**config.mk**
```make
export PLATFORM = sky130hd
export DESIGN_NAME = alu_ctrl_sequencer
export DESIGN_NICKNAME = d
export VERILOG_FILES = /design/src/rtl/alu_ctrl_pkg.sv /design/src/rtl/alu_sel_decode.sv /design/src/rtl/alu_ctrl_sequencer.sv
export SDC_FILE = /design/constraint.sdc
export NUM_CORES = 1
export LEC_CHECK = 0
export CAP_MARGIN = 20
export CORE_AREA = 4 4 41 43
export DETAILED_ROUTE_END_ITERATION = 10
export DIE_AREA = 0 0 45 47
export DONT_BUFFER_PORTS = 1
export PLACE_DENSITY = 0.47
export SLEW_MARGIN = 20
export SYNTH_ARGS = -nofsm -noshare
export SYNTH_HDL_FRONTEND = slang
export SYNTH_SLANG_ARGS = --single-unit
```
**constraint.sdc**
```tcl
create_clock -name clk -period 4.2 [get_ports clk]
set_clock_uncertainty 0.2 [all_clocks]
set_input_delay 0.42 -clock clk [delete_from_list [all_inputs] [get_ports clk]]
set_output_delay 0.42 -clock clk [all_outputs]
set_load 0.005 [all_outputs]
```
**src/rtl/alu_ctrl_pkg.sv**
```systemverilog
// Shared encodings, defaults and state type for the ALU control sequencer.
package alu_ctrl_pkg;

  localparam int unsigned DEF_ALUOP_W  = 2;
  localparam int unsigned DEF_OPCODE_W = 6;
  localparam int unsigned DEF_SEL_W    = 3;
  localparam int unsigned DEF_MC_LAT   = 4;

  localparam logic [1:0] ALUOP_ADD  = 2'b00;
  localparam logic [1:0] ALUOP_SUB  = 2'b01;
  localparam logic [1:0] ALUOP_FUNC = 2'b10;
  localparam logic [1:0] ALUOP_RSVD = 2'b11;

  localparam logic [2:0] DEF_ADD_SEL = 3'b010;
  localparam logic [2:0] DEF_SUB_SEL = 3'b011;
  localparam logic [7:0] DEF_MC_MASK = 8'b1100_0000;

  typedef enum logic [1:0] {
    IDLE    = 2'd0,
    EXEC    = 2'd1,
    MC_WAIT = 2'd2
  } state_e;

endpackage

```
**src/rtl/alu_sel_decode.sv**
```systemverilog
// Combinational ALUOp/opcode decode into ALU select, multi-cycle class and illegal flag.
// ALU_CTRL_ILLEGAL_TRAP_EN: ALUOp=11 flagged illegal instead of using the opcode path.
module alu_sel_decode
  import alu_ctrl_pkg::*;
#(
  parameter int unsigned             ALUOP_W  = DEF_ALUOP_W,
  parameter int unsigned             OPCODE_W = DEF_OPCODE_W,
  parameter int unsigned             SEL_W    = DEF_SEL_W,
  parameter logic [SEL_W-1:0]        ADD_SEL  = DEF_ADD_SEL,
  parameter logic [SEL_W-1:0]        SUB_SEL  = DEF_SUB_SEL,
  parameter logic [(1<<SEL_W)-1:0]   MC_MASK  = DEF_MC_MASK
) (
  input  logic [ALUOP_W-1:0]  alu_op_i,
  input  logic [OPCODE_W-1:0] opcode_i,
  output logic [SEL_W-1:0]    sel_c,
  output logic                is_mc_c,
  output logic                illegal_c
);

  // Only the low function bits select the ALU operation.
  logic unused_opcode_hi;
  assign unused_opcode_hi = ^opcode_i[OPCODE_W-1:SEL_W];

  always_comb begin
    sel_c     = opcode_i[SEL_W-1:0];
    illegal_c = 1'b0;
    case (alu_op_i)
      ALUOP_W'(ALUOP_ADD):  sel_c = ADD_SEL;
      ALUOP_W'(ALUOP_SUB):  sel_c = SUB_SEL;
      ALUOP_W'(ALUOP_FUNC): sel_c = opcode_i[SEL_W-1:0];
      default: begin
`ifdef ALU_CTRL_ILLEGAL_TRAP_EN
        sel_c     = '0;
        illegal_c = 1'b1;
`else
        sel_c     = opcode_i[SEL_W-1:0];
`endif
      end
    endcase
    is_mc_c = MC_MASK[sel_c] & ~illegal_c;
  end

endmodule

```
**src/rtl/alu_ctrl_sequencer.sv**
```systemverilog
// Registered ALU select with valid/ready request handshake and multi-cycle sequencing.
// ALU_CTRL_ILLEGAL_TRAP_EN: ALUOp=11 raises a one-cycle err pulse instead of executing.
module alu_ctrl_sequencer
  import alu_ctrl_pkg::*;
#(
  parameter int unsigned             ALUOP_W  = DEF_ALUOP_W,
  parameter int unsigned             OPCODE_W = DEF_OPCODE_W,
  parameter int unsigned             SEL_W    = DEF_SEL_W,
  parameter logic [SEL_W-1:0]        ADD_SEL  = DEF_ADD_SEL,
  parameter logic [SEL_W-1:0]        SUB_SEL  = DEF_SUB_SEL,
  parameter logic [(1<<SEL_W)-1:0]   MC_MASK  = DEF_MC_MASK,
  parameter int unsigned             MC_LAT   = DEF_MC_LAT
) (
  input  logic                clk,
  input  logic                reset,
  input  logic                req_valid,
  output logic                req_ready,
  input  logic [ALUOP_W-1:0]  alu_op,
  input  logic [OPCODE_W-1:0] opcode,
  input  logic                flush,
  output logic [SEL_W-1:0]    alu_sel,
  output logic                sel_valid,
  output logic                busy,
  output logic                done,
  output logic                err
);

  localparam int unsigned CNT_W = $clog2(MC_LAT);

  state_e            state_q, state_d;
  logic [SEL_W-1:0]  alu_sel_q, alu_sel_d;
  logic [CNT_W-1:0]  count_q, count_d;
  logic              sel_valid_q, sel_valid_d;
  logic              busy_q, busy_d;
  logic              done_q, done_d;
  logic              err_q, err_d;

  logic [SEL_W-1:0]  dec_sel;
  logic              dec_is_mc;
  logic              dec_illegal;
  logic              handshake;

  alu_sel_decode #(
    .ALUOP_W  (ALUOP_W),
    .OPCODE_W (OPCODE_W),
    .SEL_W    (SEL_W),
    .ADD_SEL  (ADD_SEL),
    .SUB_SEL  (SUB_SEL),
    .MC_MASK  (MC_MASK)
  ) u_decode (
    .alu_op_i  (alu_op),
    .opcode_i  (opcode),
    .sel_c     (dec_sel),
    .is_mc_c   (dec_is_mc),
    .illegal_c (dec_illegal)
  );

  assign req_ready = (state_q == IDLE);
  // A flush in IDLE blocks acceptance that cycle.
  assign handshake = req_valid & req_ready & ~flush;

  always_comb begin
    state_d   = state_q;
    alu_sel_d = alu_sel_q;
    count_d   = count_q;
    err_d     = 1'b0;
    case (state_q)
      IDLE: begin
        if (handshake) begin
          alu_sel_d = dec_sel;
          if (dec_illegal) begin
            err_d = 1'b1;
          end else if (dec_is_mc) begin
            state_d = MC_WAIT;
            count_d = CNT_W'(MC_LAT - 1);
          end else begin
            state_d = EXEC;
          end
        end
      end
      EXEC: begin
        state_d = IDLE;
      end
      MC_WAIT: begin
        if (flush || count_q == '0) begin
          state_d = IDLE;
          count_d = '0;
        end else begin
          count_d = count_q - CNT_W'(1);
        end
      end
      default: begin
        state_d = IDLE;
        count_d = '0;
      end
    endcase

    // Status outputs are registered images of the upcoming state.
    sel_valid_d = (state_d != IDLE);
    busy_d      = (state_d == MC_WAIT);
    done_d      = (state_d == EXEC) || ((state_d == MC_WAIT) && (count_d == '0));
  end

  always_ff @(posedge clk) begin
    if (reset) begin
      state_q     <= IDLE;
      alu_sel_q   <= '0;
      count_q     <= '0;
      sel_valid_q <= 1'b0;
      busy_q      <= 1'b0;
      done_q      <= 1'b0;
      err_q       <= 1'b0;
    end else begin
      state_q     <= state_d;
      alu_sel_q   <= alu_sel_d;
      count_q     <= count_d;
      sel_valid_q <= sel_valid_d;
      busy_q      <= busy_d;
      done_q      <= done_d;
      err_q       <= err_d;
    end
  end

  assign alu_sel   = alu_sel_q;
  assign sel_valid = sel_valid_q;
  assign busy      = busy_q;
  assign done      = done_q;
  assign err       = err_q;

endmodule

```
==> Yosys cells after proc, flatten, opt, wreduce, memory -nomap -nowiden <==
Memory sizes are Yosys's and may differ from the RTL's.
Index checks and enable logic that the tools add are counted.
{ "word_totals": {"word_cells": 36, "mem_count": 1, "regBits": 10, "output_inout_bits": 8, "mem_bits_ro": 8, "in_bits": 12} }
{ "classes": {"mux": 10, "addsub": 1, "bitwise": 3, "eq_ne": 5, "magnitude_cmp": 1, "reduce_logical": 9} }
{ "memory_table": {"columns": ["name", "depth", "word_bits", "rd", "rd_clocked_by_memory_dff", "wr", "line", "source"], "rows": [
  ["(name not given)", 8, 1, 1, 0, 0, "alu_sel_decode.sv:40", "is_mc_c = MC_MASK[sel_c] & ~illegal_c;"]
]} }
{ "ops": {"columns": ["op", "count"], "rows": [
  ["2-to-1 mux 2 bit", 6],
  ["zero test 2 bit", 4],
  ["equality test 2 x 1 -> 1 bit, second input constant", 3],
  ["case mux 2 bit (3 select lines)", 1],
  ["case mux 3 bit (2 select lines)", 1],
  ["equality test 2 bit, second input constant", 2],
  ["< comparator 3 x 4 -> 1 bit, second input constant", 1],
  ["case mux 2 bit (2 select lines)", 1],
  ["AND 1 bit", 2],
  ["logical OR 1 bit", 2],
  ["AND reduction 2 bit", 1],
  ["nonzero test 2 bit", 1],
  ["subtractor 2 x 1 -> 2 bit, second input constant", 1],
  ["logical AND 1 bit", 1],
  ["2-to-1 mux 1 bit", 1],
  ["NOT 1 bit", 1]
]} }

==> Depth between registers and ports, before layout <==
{ "depth": {"ltp_word": 10, "depth_mapped": 5, "ltp_nobuf": 5} }

==> Hierarchy <==
Synthesis repeated with hierarchy kept, for this count alone.
{ "unflattened": {"hier_cells": 52, "hier_area_um2": 462.9} }
{ "modules_own_cells": {"columns": ["mod", "seq_area_each_um2", "instances", "cells_each", "area_each_um2"], "rows": [
  ["alu_ctrl_sequencer", 220.2, 1, 46, 415.4],
  ["alu_sel_decode", 0.0, 1, 6, 47.5]
]} }

==> Least setup slack after synthesis <==
OpenSTA, ideal clock, no wires.
{ "synth_path": {"path_type": "register to register", "startpoint": "reg count_q[0]", "endpoint": "reg count_q[0]", "t_required_ns": 3.929, "path_buffers": 0, "path_slack_ns": 2.771, "arrival_ns": 1.158, "synth_period_minus_slack_ns": 1.429, "setup_time_ns": 0.071, "path_stages_with_launch": 6, "cell_sequence": "dfxtp_1 -> inv_1 -> ha_1 -> nor4b_2 -> o21ai_0 -> a21oi_1"} }
{ "synth_between": {"elab_chain_cells": 4, "word_cells_on_any_way": 7, "classes_between": "add/sub (1); mux (4); reduce/logical (2)"} }
{ "synth_rtl": {"columns": ["item", "line", "source"], "rows": [
  ["start, declared", "alu_ctrl_sequencer.sv:32", "logic [CNT_W-1:0] count_q, count_d;"],
  ["start signal, assigned", "alu_ctrl_sequencer.sv:116", "count_q <= count_d;"],
  ["branches (longest 3 deep; another with subtractor 2 x 1 -> 2 bit)", null, null],
  ["case mux 2 bit (3 select lines) (*)", "alu_ctrl_sequencer.sv:67", "case (state_q)"]
]} }
Mark *: on every way between the ends.
A chain may end at the register's enable or synchronous reset.

==> Worst setup path in the final report <==
Ends and elaborated chain as after synthesis.

==> results.toml <==
[floorplan]
die_h_um = 47
die_w_um = 45
die_area_um2 = 2120
rows = 13
coreArea_um2 = 1300
io_pins = 20
start_util_pct = 32.0

[sta]
finalSetupTns_ns = 0
hold_viol_final = 0
slew_violations = 0
tightest_slew_ns = 0.521
setup_violations = 0
holdWs_ns = 0.0228
clock.fmax_ghz = 0.610
relSlewSlack_pct = 65.1
fin_crit_sh_pct = 39.0
layout_min_cycle_time_ns = 1.64
rsz0062_at_grt = "false"

[finish]
final_area_um2 = 460
antennaDiodeCount = 0
drive_above_1_share_pct = 12.8
nNetsFinal = 61
area_growth_pct = 10.5

[pwr]
max-vdd-ir-drop_v = 0.000156
comb_power_share_pct = 5.0
p_leak_nw = 0.162
switchingPower_w = 0.0000389
power_frac_clock_pct = 43.2
swShare_pct = 20.0
intPower_w = 0.000156
p_total_w = 0.000195
pwr-share-seq_pct = 51.8
p_per_area_nw_per_um2 = 423

[worst_setup_path]
cp_slowest_stage_delay_ns = 0.43
worstPathCellList = "inv_1 -> ha_1 -> nor4b_2 -> o21ai_0 -> a21oi_1"
arrival_ns = 1.63
r2r_setup_slack_ns = 2.56
path_max_fanout = 5
cp_num_buf_inv = 1
reg2reg_depth = 5
worstSetupEndpoint = "count_q[0]"
end_kind = "flop"
crit_path_start = "count_q[0]"
crit_family = "simple AND/OR/NAND/NOR gates"
critPathRequiredTime_ns = 4.19
r2r-start = "count_q[0]"
worst-path-stages = 5
critPathKind = "reg2reg"
rr_endpoint = "count_q[0]"
startpoint_type = "flop"
slowest_stage = "nor4b_2"

[synth]
synthAdderAreaFrac_pct = 3.00
ys_seq_area_share_pct = 48.0
yosysMostFrequentCell = "dfxtp_1"
async_flop_share_pct = 0
synth.top_cells.by_count = "dfxtp_1, nor2_1"
yosysTopAreaCellShare_pct = 48.0
syn_avg_cell_area_um2 = 9.26
ys_types = 20
synthFlopType = "dfxtp_1"
synth_edf_count = 0
synth_nets = 58
synth-compound-area-share_pct = 12.3
synth-seq-cells = 10
muxShareOfSynthArea_pct = 2.40
synth_top_family_by_area = "simple AND/OR/NAND/NOR gates"
synth_simple_gate_area_share_pct = 27.9
yosys-top-cells-area = "dfxtp_1, nor2_1, nor4b_4"
syn_area_um2 = 417
synth_xor_area_share_pct = 0
synth_cells = 45
synth_warnings = 0
yosysTopAreaCell = "dfxtp_1"

[global_route]
grt_max_degree = 11
grt_antenna_before_repair = 0
grt_pass1_vias = 292
grt_util_all_layers_pct = 8.88
grt_pass1_wl_mm = 1.28
grt_overflow = 0

[clock_network]
cts_tree = "built"
cts.sinks = 10
cts_max_level = 1
clock_path_buffers = 2
clk_latency_ns = 0.26
cts_made_buffers = 3
cts_root_buf = "clkbuf_4"
postCtsHoldBufs = 0
cts_setup_buffers = 0
cts.clk_slew.worst_paths_ns = 0.06
cts-resized-gates = 0

[detailed_routing]
first_iter_violations = 4
dr.pass1.iters = 4
ant_nets = 0
wire_per_inst_um = 12.9
vias = 314
wl_um = 799
drc = 0
vias_per_cell = 5.06

[status]
outcome = "finished, final reports clean"

[placed_design]
place_congestion = 0.678
io_buffer_count = 0
placed_cell_area_um2 = 424
dp_hpwl_um = 633

[hold_path]
min_path_type = "in2reg"

[job]
drv_cap = 0
## cell usage in the layout, fill, tap and decap left out, drive strengths merged, types with 2 or more instances in the layout
cell type  count
nand2b         3
a21oi          3
nand3          3
clkbuf         4
nor2           8
inv            3
dfxtp         10
nor4b          2
nand2          2
## state kept, by name, summed over array words and instances (netlist names)
register   cells
sel_valid      1
alu_sel        3
done           1
count_q        2
state_q        2
busy           1
## cell families after synthesis
family | Yosys count
mux | 1
other cells | 1
flops | 10
buf+inv | 5
fa+ha+maj | 1
compound gates | 8
simple gates | 19
## power groups by stage
stage                      logic (W)  clock network, W  registers, W
after global routing       0.0000112         0.0000926      0.000101
after CTS                 0.00000996         0.0000883      0.000101
final                     0.00000975         0.0000840      0.000101
after floorplan            0.0000101                 0      0.000103
after global placement    0.00000963                 0      0.000103
after detailed placement  0.00000994                 0      0.000103
## per-stage QoR
step                      util, %  setup WS [ns]  std cells
after floorplan                 -           2.77         45
after global placement       32.6           2.60         58
after detailed placement     32.6           2.58         58
after CTS                    35.4           2.55         62
after global routing         35.4           2.38         62
final                        35.4           2.56         62
## per-layer routing
layer	up-vias	track usage, %	wire, um
li1	159	-	-
met1	142	10.3	337
met2	11	12.4	371
met3	2	3.07	77
met4	0	8.77	12
met5	-	0	0
## worst register-to-register path: cells and delay by family (launching register included)
| kind | cells | cell delay, ns |
|---|---|---|
| AOI/OAI and AO/OA | 2 | 0.30 |
| and+or+nand+nor | 1 | 0.43 |
| DFF | 1 | 0.38 |
| buffers and inverters | 1 | 0.06 |
| adders and majority gates | 1 | 0.20 |
## layout make-up
class / count / area (um^2)
Clock buffer: 4 / 36.3
Fill cell: 160 / 841
Tap cell: 15 / 18.8
Sequential cell: 10 / 200
Multi-Input combinational cell: 30 / 194
Inverter: 3 / 11.3
## worst min-delay path by stage
| stage | from | endpoint | slack [ns] | depth (start not counted) |
|---|---|---|---|---|
| 5_1_grt | reset | count_q[1] | 0.008 | 1 |
| 4_1_cts | reset | count_q[1] | 0.01 | 1 |
| 3_5_place_dp | count_q[1] | count_q[1] | 0.28 | 2 |
| 2_1_floorplan | alu_sel[2] | alu_sel[2] | 0.27 | 2 |
| 6_report | reset | alu_sel[2] | 0.02 | 1 |
| 3_3_place_gp | count_q[1] | count_q[1] | 0.27 | 2 |
No activity file was read; power rests on OpenSTA's default activity.
